### config.mk
export PLATFORM = sky130hd
export DESIGN_NAME = scan_ckpt_ctrl
export DESIGN_NICKNAME = d
export VERILOG_FILES = /design/src/rtl/scan_ckpt_pkg.sv /design/src/rtl/scan_ckpt_ctrl_word_counter.sv /design/src/rtl/scan_ckpt_ctrl.sv
export SDC_FILE = /design/constraint.sdc
export NUM_CORES = 1
export LEC_CHECK = 0
export ABC_CLOCK_PERIOD_IN_PS = 7600
export CELL_PAD_IN_SITES_DETAIL_PLACEMENT = 0
export CELL_PAD_IN_SITES_GLOBAL_PLACEMENT = 2
export CORE_AREA = 3 3 153 155
export CTS_CLUSTER_DIAMETER = 200
export DETAILED_ROUTE_END_ITERATION = 16
export DIE_AREA = 0 0 156 158
export DONT_BUFFER_PORTS = 1
export PLACE_DENSITY_LB_ADDON = 0.1
export SYNTH_ARGS = -nofsm -noshare
export SYNTH_HDL_FRONTEND = slang
export SYNTH_SLANG_ARGS = --single-unit
### constraint.sdc
create_clock -name host_clk -period 7.6 [get_ports host_clk]
set_clock_uncertainty 0.2 [all_clocks]
set_input_delay 1.52 -clock host_clk [delete_from_list [all_inputs] [get_ports host_clk]]
set_output_delay 1.52 -clock host_clk [all_outputs]
set_load 0.01 [all_outputs]
### src/rtl/scan_ckpt_pkg.sv
// Shared types and helpers for the scan checkpoint sequencer.
// Holds the sequencer state encoding, transfer direction codes and counter sizing.
package scan_ckpt_pkg;

   typedef enum logic [3:0] {
      ST_IDLE,
      ST_PAUSE,
      ST_SCAN_ON,
      ST_RAM_RST,
      ST_FF,
      ST_RAM_PRE,
      ST_RAM,
      ST_RAM_POST,
      ST_SCAN_OFF,
      ST_RESUME
   } state_e;

   localparam logic DIR_DUMP = 1'b0;
   localparam logic DIR_LOAD = 1'b1;

   function automatic int clog2(input int value);
      int w;
      w = 0;
      for (int i = 0; i < 31; i++) begin
         if ((1 << i) < value) w = i + 1;
      end
      return w;
   endfunction

   // A counter must hold 0..max_count and is never narrower than one bit.
   function automatic int cnt_width(input int max_count);
      int w;
      w = clog2(max_count + 1);
      return (w < 1) ? 1 : w;
   endfunction

endpackage

### src/rtl/scan_ckpt_ctrl_word_counter.sv
// Count-to-limit counter with a terminal flag; wraps to zero on the terminal increment.
// One instance per chain; the RAM instance is also reused for the prefetch/flush cycles.
module scan_word_counter #(
   parameter int WIDTH = 7
) (
   input  logic             clk,
   input  logic             rst_n,
   input  logic             inc,
   input  logic [WIDTH-1:0] limit,
   output logic             last
);

   logic [WIDTH-1:0] count_q;
   logic [WIDTH-1:0] count_d;

   assign last = (count_q == (limit - WIDTH'(1)));

   always_comb begin
      count_d = count_q;
      if (inc) begin
         count_d = last ? '0 : count_q + WIDTH'(1);
      end
   end

   always_ff @(posedge clk or negedge rst_n) begin
      if (!rst_n) begin
         count_q <= '0;
      end else begin
         count_q <= count_d;
      end
   end

endmodule

### src/rtl/scan_ckpt_ctrl.sv
// Host-side sequencer that pauses the target, walks the FF and RAM scan chains and
// turns them into valid/ready word streams for a checkpoint dump or restore.
//
// state       | meaning
// ------------+-----------------------------------------------------------
// IDLE        | target running, waiting for a command
// PAUSE       | target clock stopped
// SCAN_ON     | scan mode selected
// RAM_RST     | one-cycle RAM scan pointer reset
// FF          | FF chain words streamed (out for dump, in for restore)
// RAM_PRE     | dump only: RAM read pipeline prefetch
// RAM         | RAM chain words streamed
// RAM_POST    | restore only: flush cycles replaying the last word
// SCAN_OFF    | scan mode released
// RESUME      | target clock restarted, done pulse
module scan_ckpt_ctrl
   import scan_ckpt_pkg::*;
#(
   parameter int DATA_WIDTH  = 64,
   parameter int FF_WORDS    = 16,
   parameter int MEM_WORDS   = 64,
   parameter int PRE_CYCLES  = 2,
   parameter int POST_CYCLES = 1
) (
   input  logic                  host_clk,
   input  logic                  host_rst_n,
   input  logic                  cmd_valid,
   output logic                  cmd_ready,
   input  logic                  cmd_dir,
   output logic                  done,
   output logic                  busy,
   output logic                  out_valid,
   input  logic                  out_ready,
   output logic [DATA_WIDTH-1:0] out_data,
   input  logic                  in_valid,
   output logic                  in_ready,
   input  logic [DATA_WIDTH-1:0] in_data,
   output logic                  run_mode,
   output logic                  scan_mode,
   output logic                  ff_se,
   output logic [DATA_WIDTH-1:0] ff_di,
   input  logic [DATA_WIDTH-1:0] ff_do,
   output logic                  ram_sr,
   output logic                  ram_se,
   output logic                  ram_sd,
   output logic [DATA_WIDTH-1:0] ram_di,
   input  logic [DATA_WIDTH-1:0] ram_do
);

   localparam int MAX_WORDS = (FF_WORDS > MEM_WORDS) ? FF_WORDS : MEM_WORDS;
   localparam int MAX_EXTRA = (PRE_CYCLES > POST_CYCLES) ? PRE_CYCLES : POST_CYCLES;
   localparam int MAX_COUNT = (MAX_WORDS > MAX_EXTRA) ? MAX_WORDS : MAX_EXTRA;
   localparam int CW        = cnt_width(MAX_COUNT);

   localparam logic [CW-1:0] FF_LIMIT   = CW'(FF_WORDS);
   localparam logic [CW-1:0] MEM_LIMIT  = CW'(MEM_WORDS);
   localparam logic [CW-1:0] PRE_LIMIT  = CW'(PRE_CYCLES);
   localparam logic [CW-1:0] POST_LIMIT = CW'(POST_CYCLES);

   localparam bit HAS_FF   = (FF_WORDS > 0);
   localparam bit HAS_MEM  = (MEM_WORDS > 0);
   localparam bit HAS_PRE  = (PRE_CYCLES > 0);
   localparam bit HAS_POST = (POST_CYCLES > 0);

   state_e                state_q, state_d;
   state_e                after_ff;
   logic                  dir_q, dir_d;
   logic [DATA_WIDTH-1:0] ram_di_q, ram_di_d;
   logic                  xfer;
   logic                  ff_inc, ff_last;
   logic                  ram_inc, ram_last;
   logic [CW-1:0]         ram_limit;

   scan_word_counter #(.WIDTH(CW)) u_ff_cnt (
      .clk   (host_clk),
      .rst_n (host_rst_n),
      .inc   (ff_inc),
      .limit (FF_LIMIT),
      .last  (ff_last)
   );

   scan_word_counter #(.WIDTH(CW)) u_ram_cnt (
      .clk   (host_clk),
      .rst_n (host_rst_n),
      .inc   (ram_inc),
      .limit (ram_limit),
      .last  (ram_last)
   );

   always_comb begin
      state_d   = state_q;
      dir_d     = dir_q;
      ram_di_d  = ram_di_q;
      cmd_ready = 1'b0;
      busy      = 1'b1;
      done      = 1'b0;
      run_mode  = 1'b0;
      scan_mode = 1'b0;
      ram_sr    = 1'b0;
      ff_se     = 1'b0;
      ram_se    = 1'b0;
      ram_sd    = 1'b0;
      ff_di     = '0;
      ram_di    = '0;
      out_valid = 1'b0;
      out_data  = '0;
      in_ready  = 1'b0;
      ff_inc    = 1'b0;
      ram_inc   = 1'b0;
      ram_limit = MEM_LIMIT;
      xfer      = (dir_q == DIR_DUMP) ? out_ready : in_valid;

      after_ff = ST_SCAN_OFF;
      if (HAS_MEM) begin
         after_ff = ((dir_q == DIR_DUMP) && HAS_PRE) ? ST_RAM_PRE : ST_RAM;
      end

      case (state_q)
         ST_IDLE: begin
            busy      = 1'b0;
            run_mode  = 1'b1;
            cmd_ready = 1'b1;
            if (cmd_valid) begin
               dir_d   = cmd_dir;
               state_d = ST_PAUSE;
            end
         end
         ST_PAUSE: begin
            state_d = ST_SCAN_ON;
         end
         ST_SCAN_ON: begin
            scan_mode = 1'b1;
            state_d   = ST_RAM_RST;
         end
         ST_RAM_RST: begin
            scan_mode = 1'b1;
            ram_sr    = 1'b1;
            state_d   = HAS_FF ? ST_FF : after_ff;
         end
         ST_FF: begin
            scan_mode = 1'b1;
            if (dir_q == DIR_DUMP) begin
               // Dump recirculates the chain so the target state survives the read.
               out_valid = 1'b1;
               out_data  = ff_do;
               ff_se     = out_ready;
               ff_di     = ff_do;
            end else begin
               in_ready = 1'b1;
               ff_se    = in_valid;
               ff_di    = in_data;
            end
            ff_inc = xfer;
            if (xfer && ff_last) state_d = after_ff;
         end
         ST_RAM_PRE: begin
            scan_mode = 1'b1;
            ram_se    = 1'b1;
            ram_limit = PRE_LIMIT;
            ram_inc   = 1'b1;
            if (ram_last) state_d = ST_RAM;
         end
         ST_RAM: begin
            scan_mode = 1'b1;
            if (dir_q == DIR_DUMP) begin
               out_valid = 1'b1;
               out_data  = ram_do;
               ram_se    = out_ready;
            end else begin
               in_ready = 1'b1;
               ram_se   = in_valid;
               ram_sd   = 1'b1;
               ram_di   = in_data;
               if (in_valid) ram_di_d = in_data;
            end
            ram_inc = xfer;
            if (xfer && ram_last) begin
               state_d = ((dir_q == DIR_LOAD) && HAS_POST) ? ST_RAM_POST : ST_SCAN_OFF;
            end
         end
         ST_RAM_POST: begin
            scan_mode = 1'b1;
            ram_se    = 1'b1;
            ram_sd    = 1'b1;
            ram_di    = ram_di_q;
            ram_limit = POST_LIMIT;
            ram_inc   = 1'b1;
            if (ram_last) state_d = ST_SCAN_OFF;
         end
         ST_SCAN_OFF: begin
            state_d = ST_RESUME;
         end
         ST_RESUME: begin
            run_mode = 1'b1;
            done     = 1'b1;
            state_d  = ST_IDLE;
         end
         default: begin
            state_d = ST_IDLE;
         end
      endcase
   end

   always_ff @(posedge host_clk or negedge host_rst_n) begin
      if (!host_rst_n) begin
         state_q  <= ST_IDLE;
         dir_q    <= DIR_DUMP;
         ram_di_q <= '0;
      end else begin
         state_q  <= state_d;
         dir_q    <= dir_d;
         ram_di_q <= ram_di_d;
      end
   end

endmodule
==> After elaboration in Yosys (flattened, before gate mapping) <==
Index checks and enable logic that the tools add are counted.
Widths: inputs -> output; s select.
{ "op_classes": {"n_lt_le_gt_ge": 0, "addsub": 3, "n_reduce_logical": 10, "bitwise_logic": 0, "n_eq_ne": 16, "div_mod_pow": 0, "mux": 32, "mul": 0, "shifts": 0} }
{ "ops": {"columns": ["op", "count"], "rows": [
  ["$mux 64", 5],
  ["$pmux 64 s2", 2],
  ["$pmux 4 s9", 1],
  ["$mux 4", 6],
  ["$eq 4x3->1 const B", 4],
  ["$add 7x1->7 const B", 2],
  ["$mux 7", 2],
  ["$pmux 7 s2", 1],
  ["$mux 1", 12],
  ["$ne 2x2->1 const B", 5],
  ["$eq 4x2->1 const B", 2],
  ["$eq 4x4->1 const B", 2],
  ["$eq 7x4->1 const B", 1],
  ["$eq 7x7->1", 1],
  ["$sub 7x1->7 const B", 1],
  ["$reduce_or 2->1", 3],
  ["$reduce_or 6->1", 1],
  ["$reduce_and 5->1", 1],
  ["$eq 4x1->1 const B", 1],
  ["$logic_not 4->1", 1],
  ["$pmux 1 s2", 2],
  ["$reduce_and 3->1", 1],
  ["$logic_and 1x1->1", 2],
  ["$mux 2", 1],
  ["$reduce_and 2->1", 1]
]} }
{ "totals": {"ff_bits": 83, "mem_bits_ro": 0, "ram_bits": 0, "latch_bits": 0, "memories": 0, "output_inout_bits": 203, "elab_cells": 66} }

==> Longest topological paths before layout <==
{ "logic_depth": {"ltp_word": 7, "ltp_mapped": 12, "ltp_nobuf": 9} }

==> By module <==
A second synthesis with hierarchy kept.
{ "hier_totals": {"cells_unflattened": 556, "area_unflattened_um2": 6074.6} }
{ "by_module_without_submodules": {"columns": ["mod", "seq_area_each_um2", "n_inst", "area_per_inst_um2", "cells_each"], "rows": [
  ["scan_ckpt_ctrl", 1726.7, 1, 4968.5, 432],
  ["scan_word_counter", 175.2, 2, 553.0, 62]
]} }

==> Least setup slack after synthesis <==
Ideal clock, no wire load.
{ "synth_timing": {"path_kind": "in2out", "from": "input port in_valid", "to": "output port ff_se", "stages": 3, "arrival_time_ps": 2127, "slack_ps": 3753, "required_time_ps": 5880, "path_cell_list": "mux2_2 -> nand3_1 -> inv_1"} }
{ "synth_between": {"elab_chain_len": 2} }
{ "synth_rtl": {"columns": ["item", "line", "source"], "rows": [
  ["start: declaration", "scan_ckpt_ctrl.sv:35", "input logic in_valid,"],
  ["$mux 1", "scan_ckpt_ctrl.sv:142", "if (dir_q == DIR_DUMP) begin"],
  ["$mux 1", "scan_ckpt_ctrl.sv:118", "case (state_q)"],
  ["end: declaration", "scan_ckpt_ctrl.sv:40", "output logic ff_se,"]
]} }
No other way between the ends.

==> Final worst setup path <==
{ "layout_timing": {"from": "register state_q[2]", "to": "output port ff_di[25]"} }
{ "layout_between": {"elab_chain_len": 2} }
{ "layout_rtl": {"columns": ["item", "line", "source"], "rows": [
  ["start: declaration", "scan_ckpt_ctrl.sv:65", "state_e state_q, state_d;"],
  ["start signal: assignment", "scan_ckpt_ctrl.sv:210", "state_q <= state_d;"],
  ["$eq 4x3->1", "scan_ckpt_ctrl.sv:118", null],
  ["$mux 64", "scan_ckpt_ctrl.sv:118", null],
  ["end: declaration", "scan_ckpt_ctrl.sv:41", "output logic [DATA_WIDTH-1:0] ff_di,"]
]} }
No other way between the ends.

==> flow_summary.json <==
{
  "p_seq_frac": 0.311,
  "yosys-top-cells-area": "dfrtp_1, a22o_1, mux2_2",
  "rsz0062_at_grt": "no",
  "rows": 54,
  "pwr-share-clk": 0.169,
  "start_util": 0.2615,
  "worst_pin_slew_ps": 1252,
  "grt_max_degree": 84,
  "r2r_slack_ps": 4000,
  "ios": 401,
  "clkLatencyLatePin_ps": 340,
  "r2r_end": "state_q[2]$_DFFE_PN0P_",
  "hold_end": "u_ff_cnt.count_q[6]$_DFFE_PN0P_",
  "syn-cell-area_mm2": 0.005742,
  "arrival_ps": 3070,
  "power-per-cell-area_mw_per_mm2": 425.8,
  "root_buffer": "clkbuf_16",
  "final.period_utilization": 0.6302,
  "yosys_warnings": 0,
  "fillers": 2306,
  "grt_first_pass_wirelength_um": 29590,
  "track_usage": 0.1569,
  "ys_types": 43,
  "die_area_mm2": 0.02465,
  "antenna_found_initial": 0,
  "firstDrtPassIters": 5,
  "hp-class": "reg -> reg",
  "fmax_ghz": 0.2088,
  "dieWidth_um": 156,
  "slew_headroom": 0.1626,
  "synth_edf_count": 0,
  "cts.repair.resized": 0,
  "critical_path_required_ps": 5880,
  "drive_gt1_frac": 0.1861,
  "syn_nets": 780,
  "portBuffers": 0,
  "dp_hpwl_um": 15790,
  "seq_area_mm2": 0.002081,
  "comb_power_share": 0.520,
  "drt_iter0_markers": 311,
  "synth-seq-cells": 83,
  "ir_drop_v": 0.0001429,
  "path_max_fanout": 34,
  "gp_congestion": 0.7555,
  "clk_path_buf_depth": 2,
  "status": "finished, final reports clean",
  "grt_overflow": 0,
  "vias": 4827,
  "finalMaxSlewViolations": 0,
  "hp-start": "u_ff_cnt.count_q[6]$_DFFE_PN0P_",
  "multi_input_area_mm2": 0.003450,
  "final_hold_viol_count": 0,
  "synthCells": 578,
  "r2r_cells": 8,
  "cp_cell_sequence": "nand2b_1 -> nor3_4 -> buf_4 -> a22o_1",
  "cts_buffers": 9,
  "layout.nets": 745,
  "wl_per_cell_um": 25.71,
  "end_kind": "primary output",
  "period_minus_slack_ps": 4790,
  "swShare": 0.4520,
  "cts_setup_buffers": 0,
  "die-height_um": 158,
  "drc_errors": 0,
  "worstSetupStartpoint": "state_q[2]$_DFFE_PN0P_",
  "setup_tns_ps": 0,
  "synthArstFlopShare": 1.000,
  "critPathKind": "reg -> out",
  "setup_viol": 0,
  "grt_pass1_vias": 4719,
  "avgSynthCellArea_um2": 9.934,
  "reg2reg_from": "state_q[1]$_DFFE_PN0P_",
  "slowest_stage": "nor3_4",
  "synth_largest_area_cell": "dfrtp_1",
  "detail-route-antenna-nets": 0,
  "startpoint_type": "flip-flop",
  "whs_path_depth": 1,
  "diodes": 0,
  "path_clk_slew_ps": 60,
  "via_per_inst": 5.830,
  "cts_max_level": 3,
  "p_sw_mw": 1.206,
  "routed_wl_um": 21280,
  "core_area_mm2": 0.02196,
  "power.internal_mw": 1.462,
  "synthToLayoutAreaGrowth_pct": 9.087,
  "cts_tree": "done",
  "crit_path_max_incr_delay_ps": 1030,
  "synth_top_area_share": 0.3617,
  "hold_ws_ps": 301.7,
  "cts_sinks": 83,
  "leakage_nw": 2.718,
  "synth-seq-area-share": 0.3617,
  "hold_buffers": 0,
  "max-cap-violations": 0,
  "synth_ff_type": "dfrtp_1"
}
-- worst max-delay path by stage --
stage	slack, ps	to
floorplan	3750	ff_se
detailed placement	3000	ram_se
global placement	3040	ram_se
finish	2810	ff_di[25]
CTS	2760	ff_di[25]
global route	2560	ff_di[25]
-- power groups by stage --
stage | registers [mW] | clock network, mW | logic [mW]
4_1_cts | 0.830 | 0.473 | 1.40
6_report | 0.830 | 0.450 | 1.39
5_1_grt | 0.863 | 0.491 | 1.51
3_3_place_gp | 0.829 | 0 | 1.39
2_1_floorplan | 0.750 | 0 | 1.19
3_5_place_dp | 0.836 | 0 | 1.40
-- metal layers --
layer / global-route usage / vias up / wire [µm]
li1: - / 2094 / -
met1: 0.1910 / 2404 / 8290
met2: 0.2724 / 310 / 10810
met3: 0.04757 / 19 / 1895
met4: 0.03785 / 0 / 293
met5: 0 / - / 0
-- critical path: cells and delay by family, from the launching register on --
| kind | cells | cell delay [ps] |
|---|---|---|
| buffers and inverters | 1 | 520 |
| AND/OR/NAND/NOR | 2 | 1270 |
| flip-flops | 1 | 600 |
| AO/OA/AOI/OAI | 1 | 300 |
-- layout by cell type, fill, tap and decap left out, drive strengths merged, types with 3 or more instances in the layout --
| master | instances |
|---|---|
| a22o | 129 |
| dfrtp | 83 |
| nor2 | 76 |
| mux2 | 65 |
| mux2i | 64 |
| nand2 | 17 |
| o21ai | 14 |
| clkbuf | 10 |
| inv | 9 |
| nor3 | 9 |
| nand3 | 8 |
| a21oi | 6 |
| buf | 6 |
| a21o | 5 |
| xnor2 | 4 |
| ha | 4 |
| nand2b | 4 |
| clkinv | 4 |
| nor3b | 3 |
| a31oi | 3 |
| and3 | 3 |
-- registers in the layout (all words and copies together), names as in the netlist --
signal	flops
u_ff_cnt.count_q	7
u_ram_cnt.count_q	7
state_q	4
ram_di_q	64
dir_q	1
-- cells by family (layout without fill, tap and decap cells) --
family | after synthesis | in the layout | synth area share
adders and majority gates | 4 | 4 | 0.008717
AOI/OAI and AO/OA | 164 | 164 | 0.2364
and+or+nand+nor | 131 | 131 | 0.1018
xor gates and xnor gates | 6 | 6 | 0.009152
muxes | 129 | 129 | 0.2390
DFF | 83 | 83 | 0.3617
buffers and inverters | 61 | 31 | 0.04315
-- stage by stage --
stage | utilization | cell area, µm² | worst slack [ps] | power [mW] | instances
floorplan | - | 5742 | 3753 | 1.944 | 578
global placement | 0.2714 | 5959 | 3043 | 2.223 | 812
detailed placement | 0.2714 | 5959 | 2995 | 2.232 | 812
CTS | 0.2852 | 6264 | 2760 | 2.704 | 828
global route | 0.2852 | 6264 | 2557 | 2.860 | 828
finish | 0.2852 | 6264 | 2810 | 2.667 | 828
-- cell usage after synthesis (9+ instances only) --
| cell type | count |
|---|---|
| clkbuf_1 | 30 |
| buf_2 | 9 |
| nand2_1 | 17 |
| o21ai_0 | 12 |
| a22o_1 | 129 |
| buf_1 | 12 |
| dfrtp_1 | 83 |
| mux2_2 | 65 |
| nor2_1 | 76 |
| mux2i_1 | 64 |
| inv_1 | 9 |
-- cell type report --
| type | count | area share |
|---|---|---|
| multi-input combinational | 434 | 0.5507 |
| sequential | 83 | 0.3322 |
| tap | 280 | 0.05593 |
| clock buffer | 10 | 0.03815 |
| clock inverter | 6 | 0.01039 |
| timing repair buffer | 6 | 0.007191 |
| inverter | 9 | 0.005394 |
Note: power is estimated with default switching activity, not from simulation.
